$ cat src/rtl/control_pkg.sv
// Shared constants for the RV64I multicycle control unit: opcodes, FSM states,
// immediate formats, ULA operation codes and PC / write-back mux selects.
package control_pkg;

    localparam logic [6:0] OPC_LOAD   = 7'b0000011;
    localparam logic [6:0] OPC_STORE  = 7'b0100011;
    localparam logic [6:0] OPC_BRANCH = 7'b1100011;
    localparam logic [6:0] OPC_OP     = 7'b0110011;
    localparam logic [6:0] OPC_OP_IMM = 7'b0010011;
    localparam logic [6:0] OPC_LUI    = 7'b0110111;
    localparam logic [6:0] OPC_AUIPC  = 7'b0010111;
    localparam logic [6:0] OPC_JAL    = 7'b1101111;
    localparam logic [6:0] OPC_JALR   = 7'b1100111;

    typedef enum logic [2:0] {
        ST_FETCH, ST_DECODE, ST_EXEC, ST_MEM, ST_WB, ST_HALT
    } state_t;

    localparam logic [2:0] IMM_I = 3'd0;
    localparam logic [2:0] IMM_J = 3'd1;
    localparam logic [2:0] IMM_U = 3'd2;
    localparam logic [2:0] IMM_B = 3'd3;
    localparam logic [2:0] IMM_S = 3'd4;

    localparam logic [1:0] ULA_NAO     = 2'd0;
    localparam logic [1:0] ULA_SOMA    = 2'd1;
    localparam logic [1:0] ULA_SUBTRAI = 2'd2;

    localparam logic [1:0] PC_PLUS4 = 2'd0;
    localparam logic [1:0] PC_IMM   = 2'd1;
    localparam logic [1:0] PC_ULA   = 2'd2;

    localparam logic [1:0] WB_ULA  = 2'd0;
    localparam logic [1:0] WB_MEM  = 2'd1;
    localparam logic [1:0] WB_PC4  = 2'd2;
    localparam logic [1:0] WB_IMM  = 2'd3;

    function automatic logic opc_known(input logic [6:0] opc);
        case (opc)
            OPC_LOAD, OPC_STORE, OPC_BRANCH, OPC_OP, OPC_OP_IMM,
            OPC_LUI, OPC_AUIPC, OPC_JAL, OPC_JALR: return 1'b1;
            default:                               return 1'b0;
        endcase
    endfunction

    function automatic logic [2:0] imm_fmt(input logic [6:0] opc);
        case (opc)
            OPC_STORE:          return IMM_S;
            OPC_BRANCH:         return IMM_B;
            OPC_LUI, OPC_AUIPC: return IMM_U;
            OPC_JAL:            return IMM_J;
            default:            return IMM_I;
        endcase
    endfunction

endpackage

$ cat src/rtl/branch_cond.sv
// Branch resolution: funct3 selects which ULA flag (or its inverse) means taken.
module branch_cond (
    input  logic [2:0] funct3,
    input  logic       flag_igual,
    input  logic       flag_menor,
    input  logic       flag_maior_igual_u,
    output logic       taken
);
    always_comb begin
        taken = 1'b0;
        case (funct3)
            3'b000:  taken = flag_igual;
            3'b001:  taken = ~flag_igual;
            3'b100:  taken = flag_menor;
            3'b101:  taken = ~flag_menor;
            3'b110:  taken = ~flag_maior_igual_u;
            3'b111:  taken = flag_maior_igual_u;
            default: taken = 1'b0;
        endcase
    end
endmodule

$ cat src/rtl/control_unit.sv
// Multicycle control FSM for the RV64I datapath (FETCH/DECODE/EXEC/MEM/WB/HALT).
// Build option ILLEGAL_TRAP_EN: unknown opcodes halt with illegal=1 instead of acting as NOPs.
module control_unit
    import control_pkg::*;
#(
    parameter int TIMEOUT = 16
) (
    input  logic        clk,
    input  logic        rst,
    input  logic [31:0] instr,
    input  logic        flag_igual,
    input  logic        flag_menor,
    input  logic        flag_maior_igual_u,
    input  logic        mem_ready,
    output logic        mem_req,
    output logic        mem_sel,
    output logic        mem_we,
    output logic        ir_load,
    output logic        pc_load,
    output logic [1:0]  pc_sel,
    output logic        WeR,
    output logic [1:0]  wb_sel,
    output logic [2:0]  select_imm,
    output logic        usa_imm,
    output logic [1:0]  soma_ou_subtrai,
    output logic        halted,
    output logic        bus_err,
    output logic        illegal
);
    localparam int CNT_W = (TIMEOUT > 1) ? $clog2(TIMEOUT) : 1;
    localparam logic [CNT_W-1:0] CNT_MAX = CNT_W'(TIMEOUT - 1);

    state_t           state_reg;
    logic [CNT_W-1:0] cnt_reg;
    logic             halted_reg;
    logic             bus_err_reg;

    logic [6:0] opcode;
    logic       known;
    logic       taken;
    logic [1:0] ula_op;
    logic       ula_imm;

    assign opcode = instr[6:0];
    assign known  = opc_known(opcode);

    logic unused_instr_bits;
    assign unused_instr_bits = ^{instr[31], instr[29:15]};

    branch_cond u_branch_cond (
        .funct3             (instr[14:12]),
        .flag_igual         (flag_igual),
        .flag_menor         (flag_menor),
        .flag_maior_igual_u (flag_maior_igual_u),
        .taken              (taken)
    );

`ifdef ILLEGAL_TRAP_EN
    logic illegal_reg;
    assign illegal = illegal_reg & ~rst;
`else
    assign illegal = 1'b0;
`endif
    assign halted  = halted_reg & ~rst;
    assign bus_err = bus_err_reg & ~rst;

    // The counter only matters in FETCH/MEM; holding it at 0 elsewhere clears it on entry.
    always_ff @(posedge clk) begin
        if (rst) begin
            state_reg   <= ST_FETCH;
            cnt_reg     <= '0;
            halted_reg  <= 1'b0;
            bus_err_reg <= 1'b0;
`ifdef ILLEGAL_TRAP_EN
            illegal_reg <= 1'b0;
`endif
        end else begin
            case (state_reg)
                ST_FETCH, ST_MEM: begin
                    if (mem_ready) begin
                        cnt_reg <= '0;
                        if (state_reg == ST_FETCH)
                            state_reg <= ST_DECODE;
                        else if (opcode == OPC_STORE)
                            state_reg <= ST_FETCH;
                        else
                            state_reg <= ST_WB;
                    end else if (cnt_reg == CNT_MAX) begin
                        bus_err_reg <= 1'b1;
                        halted_reg  <= 1'b1;
                        state_reg   <= ST_HALT;
                    end else begin
                        cnt_reg <= cnt_reg + CNT_W'(1);
                    end
                end
                ST_DECODE: begin
                    cnt_reg <= '0;
                    if (known) begin
                        state_reg <= ST_EXEC;
                    end else begin
`ifdef ILLEGAL_TRAP_EN
                        illegal_reg <= 1'b1;
                        halted_reg  <= 1'b1;
                        state_reg   <= ST_HALT;
`else
                        state_reg   <= ST_WB;
`endif
                    end
                end
                ST_EXEC: begin
                    cnt_reg <= '0;
                    case (opcode)
                        OPC_LOAD, OPC_STORE: state_reg <= ST_MEM;
                        OPC_BRANCH:          state_reg <= ST_FETCH;
                        default:             state_reg <= ST_WB;
                    endcase
                end
                ST_WB: begin
                    cnt_reg   <= '0;
                    state_reg <= ST_FETCH;
                end
                default: begin
                    cnt_reg   <= '0;
                    state_reg <= ST_HALT;
                end
            endcase
        end
    end

    always_comb begin
        ula_op  = ULA_NAO;
        ula_imm = 1'b0;
        case (opcode)
            OPC_OP:     ula_op = instr[30] ? ULA_SUBTRAI : ULA_SOMA;
            OPC_BRANCH: ula_op = ULA_SUBTRAI;
            OPC_OP_IMM, OPC_LOAD, OPC_STORE, OPC_JALR, OPC_AUIPC: begin
                ula_op  = ULA_SOMA;
                ula_imm = 1'b1;
            end
            default: begin
                ula_op  = ULA_NAO;
                ula_imm = 1'b0;
            end
        endcase
    end

    always_comb begin
        mem_req         = 1'b0;
        mem_sel         = 1'b0;
        mem_we          = 1'b0;
        ir_load         = 1'b0;
        pc_load         = 1'b0;
        pc_sel          = PC_PLUS4;
        WeR             = 1'b0;
        wb_sel          = WB_ULA;
        select_imm      = IMM_I;
        usa_imm         = 1'b0;
        soma_ou_subtrai = ULA_NAO;
        case (state_reg)
            ST_FETCH: begin
                mem_req = 1'b1;
                ir_load = mem_ready;
            end
            ST_DECODE: select_imm = imm_fmt(opcode);
            ST_EXEC: begin
                select_imm      = imm_fmt(opcode);
                soma_ou_subtrai = ula_op;
                usa_imm         = ula_imm;
                if (opcode == OPC_BRANCH) begin
                    pc_load = 1'b1;
                    pc_sel  = taken ? PC_IMM : PC_PLUS4;
                end
            end
            ST_MEM: begin
                select_imm      = imm_fmt(opcode);
                soma_ou_subtrai = ula_op;
                usa_imm         = ula_imm;
                mem_req         = 1'b1;
                mem_sel         = 1'b1;
                mem_we          = (opcode == OPC_STORE);
                pc_load         = (opcode == OPC_STORE) && mem_ready;
            end
            ST_WB: begin
                select_imm      = imm_fmt(opcode);
                soma_ou_subtrai = ula_op;
                usa_imm         = ula_imm;
                pc_load         = 1'b1;
                WeR             = known && (instr[11:7] != 5'd0);
                case (opcode)
                    OPC_LOAD:          wb_sel = WB_MEM;
                    OPC_JAL, OPC_JALR: wb_sel = WB_PC4;
                    OPC_LUI:           wb_sel = WB_IMM;
                    default:           wb_sel = WB_ULA;
                endcase
                case (opcode)
                    OPC_JAL:  pc_sel = PC_IMM;
                    OPC_JALR: pc_sel = PC_ULA;
                    default:  pc_sel = PC_PLUS4;
                endcase
            end
            default: ;
        endcase
        if (rst) begin
            mem_req         = 1'b0;
            mem_sel         = 1'b0;
            mem_we          = 1'b0;
            ir_load         = 1'b0;
            pc_load         = 1'b0;
            pc_sel          = PC_PLUS4;
            WeR             = 1'b0;
            wb_sel          = WB_ULA;
            select_imm      = IMM_I;
            usa_imm         = 1'b0;
            soma_ou_subtrai = ULA_NAO;
        end
    end

endmodule

$ cat config.mk
export PLATFORM = sky130hd
export DESIGN_NAME = control_unit
export DESIGN_NICKNAME = d
export VERILOG_FILES = /design/src/rtl/control_pkg.sv /design/src/rtl/branch_cond.sv /design/src/rtl/control_unit.sv
export SDC_FILE = /design/constraint.sdc
export NUM_CORES = 1
export LEC_CHECK = 0
export CAP_MARGIN = 10
export CELL_PAD_IN_SITES_DETAIL_PLACEMENT = 0
export CELL_PAD_IN_SITES_GLOBAL_PLACEMENT = 1
export CORE_UTILIZATION = 21
export DETAILED_ROUTE_END_ITERATION = 10
export GPL_ROUTABILITY_DRIVEN = 0
export HOLD_SLACK_MARGIN = 0.06
export PLACE_DENSITY = 0.79
export SLEW_MARGIN = 20
export SYNTH_ARGS = -nofsm -noshare
export SYNTH_HDL_FRONTEND = slang
export SYNTH_SLANG_ARGS = --single-unit
$ cat constraint.sdc
create_clock -name clk -period 3.11 [get_ports clk]
set_input_delay 0.933 -clock clk [delete_from_list [all_inputs] [get_ports clk]]
set_output_delay 0.933 -clock clk [all_outputs]
set_load 0.02 [all_outputs]
==> results of run 1 <==
-- what timing repair did --
action	4_1_cts	5_1_grt
pin swaps	6	13
endpoints found under the setup margin	18	11
setup buffers	3	9
gates resized for setup	89	29
-- power by group through the flow --
stage          registers, uW  clock network (uW)  logic, uW
2_1_floorplan            113                   0       78.4
3_3_place_gp             120                   0        149
3_5_place_dp             120                   0        150
4_1_cts                  118                 128        153
5_1_grt                  120                 136        180
6_report                 119                 123        165
-- per-layer routing --
layer	share of wire (%)	vias up	GRT usage, %
met3	2.9	2	2.027
met5	0	-	0
met2	55	21	26.98
met4	0.33	0	3.191
met1	42	553	18.19
li1	-	625	-
-- synth_stat cells (2+ instances only) --
cell type and count:
sky130_fd_sc_hd__nand2b_1 4, sky130_fd_sc_hd__clkbuf_1 8, sky130_fd_sc_hd__buf_4 2, sky130_fd_sc_hd__o21ai_0 4
sky130_fd_sc_hd__a31oi_1 5, sky130_fd_sc_hd__o32ai_1 2, sky130_fd_sc_hd__o311a_1 2, sky130_fd_sc_hd__o21a_1 2
sky130_fd_sc_hd__mux2i_1 3, sky130_fd_sc_hd__a211oi_1 2, sky130_fd_sc_hd__inv_1 4, sky130_fd_sc_hd__nor2b_1 4
sky130_fd_sc_hd__and3_1 3, sky130_fd_sc_hd__nand3_1 7, sky130_fd_sc_hd__xnor2_1 2, sky130_fd_sc_hd__nor4_1 2
sky130_fd_sc_hd__nor3b_1 2, sky130_fd_sc_hd__o21ai_1 2, sky130_fd_sc_hd__nor2_1 16, sky130_fd_sc_hd__nand2_1 6
sky130_fd_sc_hd__nor3_1 7, sky130_fd_sc_hd__or4_1 3, sky130_fd_sc_hd__a21oi_1 6, sky130_fd_sc_hd__or3_1 4
sky130_fd_sc_hd__xor2_1 3, sky130_fd_sc_hd__dfxtp_1 8
-- how the worst max path moves through the flow --
| stage | startpoint | to | slack (ps) |
|---|---|---|---|
| final | instr[4] | pc_load | -150 |
| after global routing | instr[4] | pc_load | -180 |
| after CTS | instr[6] | pc_load | -290 |
| after detailed placement | instr[0] | pc_load | -960 |
| after global placement | instr[6] | pc_load | -950 |
| after floorplan | instr[4] | pc_load | 6 |
-- logic make-up after synthesis --
logic type                 after synthesis  share of synthesized area (%)
adders and majority gates                1                          1.389
and+or+nand+nor                         67                          42.08
xor gates and xnor gates                 5                          4.862
muxes                                    3                          3.333
buffers and inverters                   15                          7.082
AOI/OAI and AO/OA                       31                          23.06
DFF                                      8                          17.78
other                                    1                         0.4163
-- cell type report --
type	instances	area, sq um
Clock buffer	3	41.29
Fill cell	416	2346
Inverter	5	18.77
Multi-Input combinational cell	108	782.0
Sequential cell	8	160.2
Tap cell	50	62.56
Timing Repair Buffer	79	646.9
-- worst min-delay path: stages (launching register included) --
cell and delay (ps):
sky130_fd_sc_hd__dfxtp_1 330, sky130_fd_sc_hd__nor2_1 110, sky130_fd_sc_hd__nor3_1 50
-- metrics by stage --
stage | setup slack [ps] | hold WS [ps]
floorplan | 5.873 | 506.7
global placement | -949.4 | 528.4
detailed placement | -957.4 | 537.9
CTS | -290.1 | 546.5
global route | -184.0 | 588.9
finish | -145.5 | 546.7
==> metrics.md, run 1 <==
| Metric | Value |
|---|---|
| Min-delay worst type | flop to flop |
| Mean post-synth cell area | 6.877 sq um |
| Shortest clock period the worst path allows after layout | around 3300 ps |
| Cell type with the largest total area after synthesis | sky130_fd_sc_hd__dfxtp_1 |
| Worst-case clock buffer depth | 2 |
| Net count reported at finish | 244 |
| Internal Dissipation | 277.7 uW |
| Initial standard-cell utilization of the core | 22.20% |
| Arrival time worst endpoint | 2320 ps |
| Gate count of the mapped netlist | ~130 |
| Area growth syn-to-layout | 90.00% |
| Setup clock skew after layout | 0.7798 ps |
| Total half-perimeter wirelength after legalization and detailed placement | 2492 um |
| Number of DRC markers in iteration 0 | 90 |
| Antenna cells | 0 |
| Fraction of final layout cells with drive strength greater than 1 | 39.41% |
| # IOs | 57 |
| Clock root buffer | sky130_fd_sc_hd__clkbuf_8 |
| First-pass GRT wire length | around 5100 um |
| Core area | 4058 sq um |
| Clock Pin Slew Worst Setup and Hold Paths | 40 ps |
| Most frequent cell on the critical path | sky130_fd_sc_hd__buf_6 |
| Total of flip-flops plus latches after synthesis | 8 |
| Cell Area, Placed | roughly 1600 sq um |
| Worst Path Required | approximately 2200 ps |
| Class of the most critical setup path | input port to output pin |
| Via total after detailed routing | 1201 |
| Port Buf Inserts | 39 |
| Number of non-filler instances in the completed layout | about 250 |
| Lkg Pwr | 0.0007832 uW |
| Largest stage delay, worst path | 430 ps |
| EDFF count, synth | 0 |
| Power density relative to cell area | 237.3 nW/um^2 |
| Clock network power share | 30.3% |
| Count of cells along the worst hold path | 2 |
| Combinational power share | roughly 41% |
| Type of origin of the critical path | input port |
| Fin util | 42.18% |
| Worst Setup Slack, final | -145.5 ps |
| Antenna viol nets, final | 0 |
| Pin count of the biggest net entering global routing | 17 |
| Setup slack of the worst register-to-register path | ~1700 ps |
| Top area cells in the synthesized netlist | sky130_fd_sc_hd__dfxtp_1 (18%), sky130_fd_sc_hd__nor2_1 (6.7%), sky130_fd_sc_hd__nand3_1 (3.9%), sky130_fd_sc_hd__nor3_1 (3.9%), sky130_fd_sc_hd__a31oi_1 (3.5%) |
| Die boundary height | 67.50 um |
| Remaining design rule violation count | 0 |
| Placed cell count | between 200 and 250 |
| Summed instance area of the synthesized netlist | approximately 900 sq um |
| Overall die area | 4556 sq um |
| Number of antenna violations at the first check in global routing | 0 |
| Vias in the first global route | 1100 |
| Hold buffer count at cts | 0 |
| Cell class contributing the biggest share of worst-path delay | simple AND/OR/NAND/NOR gates |
| Length in cells of the worst reg-to-reg path | 4 |
| Most common cell after layout, fill and taps aside | sky130_fd_sc_hd__buf_4 |
| Sw Ratio | 31.62% |
| Count of max-cap constraint violations | 0 |
| Power Total | 406.1 uW |
| Design area | 1712 sq um |
| Ordered cell list for the critical path | buf_6 > or2_1 > or3_4 > or4_4 > a31oi_4 > buf_6 |
| Final setup TNS | -145.5 ps |
| Power share of the sequential group | 29.2% |
| Reported net switching power | approximately 130 uW |
| Critical path capture point type | output pin |
| Clk Latency, worst-skew pair | 230 ps |
| Fmax achieved | 307.2 MHz |
| Combined buffer and inverter count along the critical path | 2 |
| Critical register-to-register path endpoint | cnt_reg[3] |
| Number of cells on the critical path | 6 |
| Start of the worst register-to-register path | state_reg[0] |
| Aggregate routed wire length | 3306 um |
| Site row count | 23 |
| Max IR drop VDD | around 0.00013 V |
| Largest driver fanout on the critical path | 2 |
| Unrepaired setup endpoints after global routing | yes |
| Hold wc startpoint | cnt_reg[3] |
| Sum of overflow across all layers after global routing | 0 |
| Clock tree from TritonCTS | done |
| Via/cell ratio | 4.747 |
| Endpoint, Worst Hold | cnt_reg[2] |
| Fraction of the yosys area taken by sequential cells | 17.78% |
| Number of flip-flops under the largest register name | 4 |
| Proportion of synthesized flip-flops having asynchronous set or reset | 0% |
| GRT Util Overall | between 10% and 20% |
| Final number of setup-violating endpoints | 1 |
| Failing checks | negative setup slack |
| Count of pins over their slew limit | 0 |
| CP max stage cell | sky130_fd_sc_hd__or4_4 |
| Status | finished with violations |
| Mean routed wirelength per cell | between 10 and 15 um |
| Post-synth top flop | sky130_fd_sc_hd__dfxtp_1 |
| Commonest non-fill, non-tap cells in the layout | sky130_fd_sc_hd__buf_4 (41), sky130_fd_sc_hd__nor2_1 (15), sky130_fd_sc_hd__dfxtp_1 (8), sky130_fd_sc_hd__clkdlybuf4s50_1 (8) |
| Final-report hold violation count | 0 |
| Number of nets in the synthesized netlist | 170 |
| Yosys warning total | 0 |
| Share of the clock period used by the worst path after layout | 104.7% |
| Count of clock tree sinks | 8 |
| Pre-Repair DR Iteration Count | 4 |
| Total CTS buffers | 3 |
| Number of levels the H-tree was split into | 1 |
| X dimension of the die | 67.50 um |
| Area fraction of the dominant cell type after synthesis | 17.78% |
| Number of library cell types mapped by synthesis | 44 |
No activity file was read; power rests on OpenSTA's default activity.
==> run 2: changes to the inputs <==
- GPL_ROUTABILITY_DRIVEN: 0 -> not set
==> results of run 2 <==
No change in the layout: final DEF, timing and power equal those of run 1.
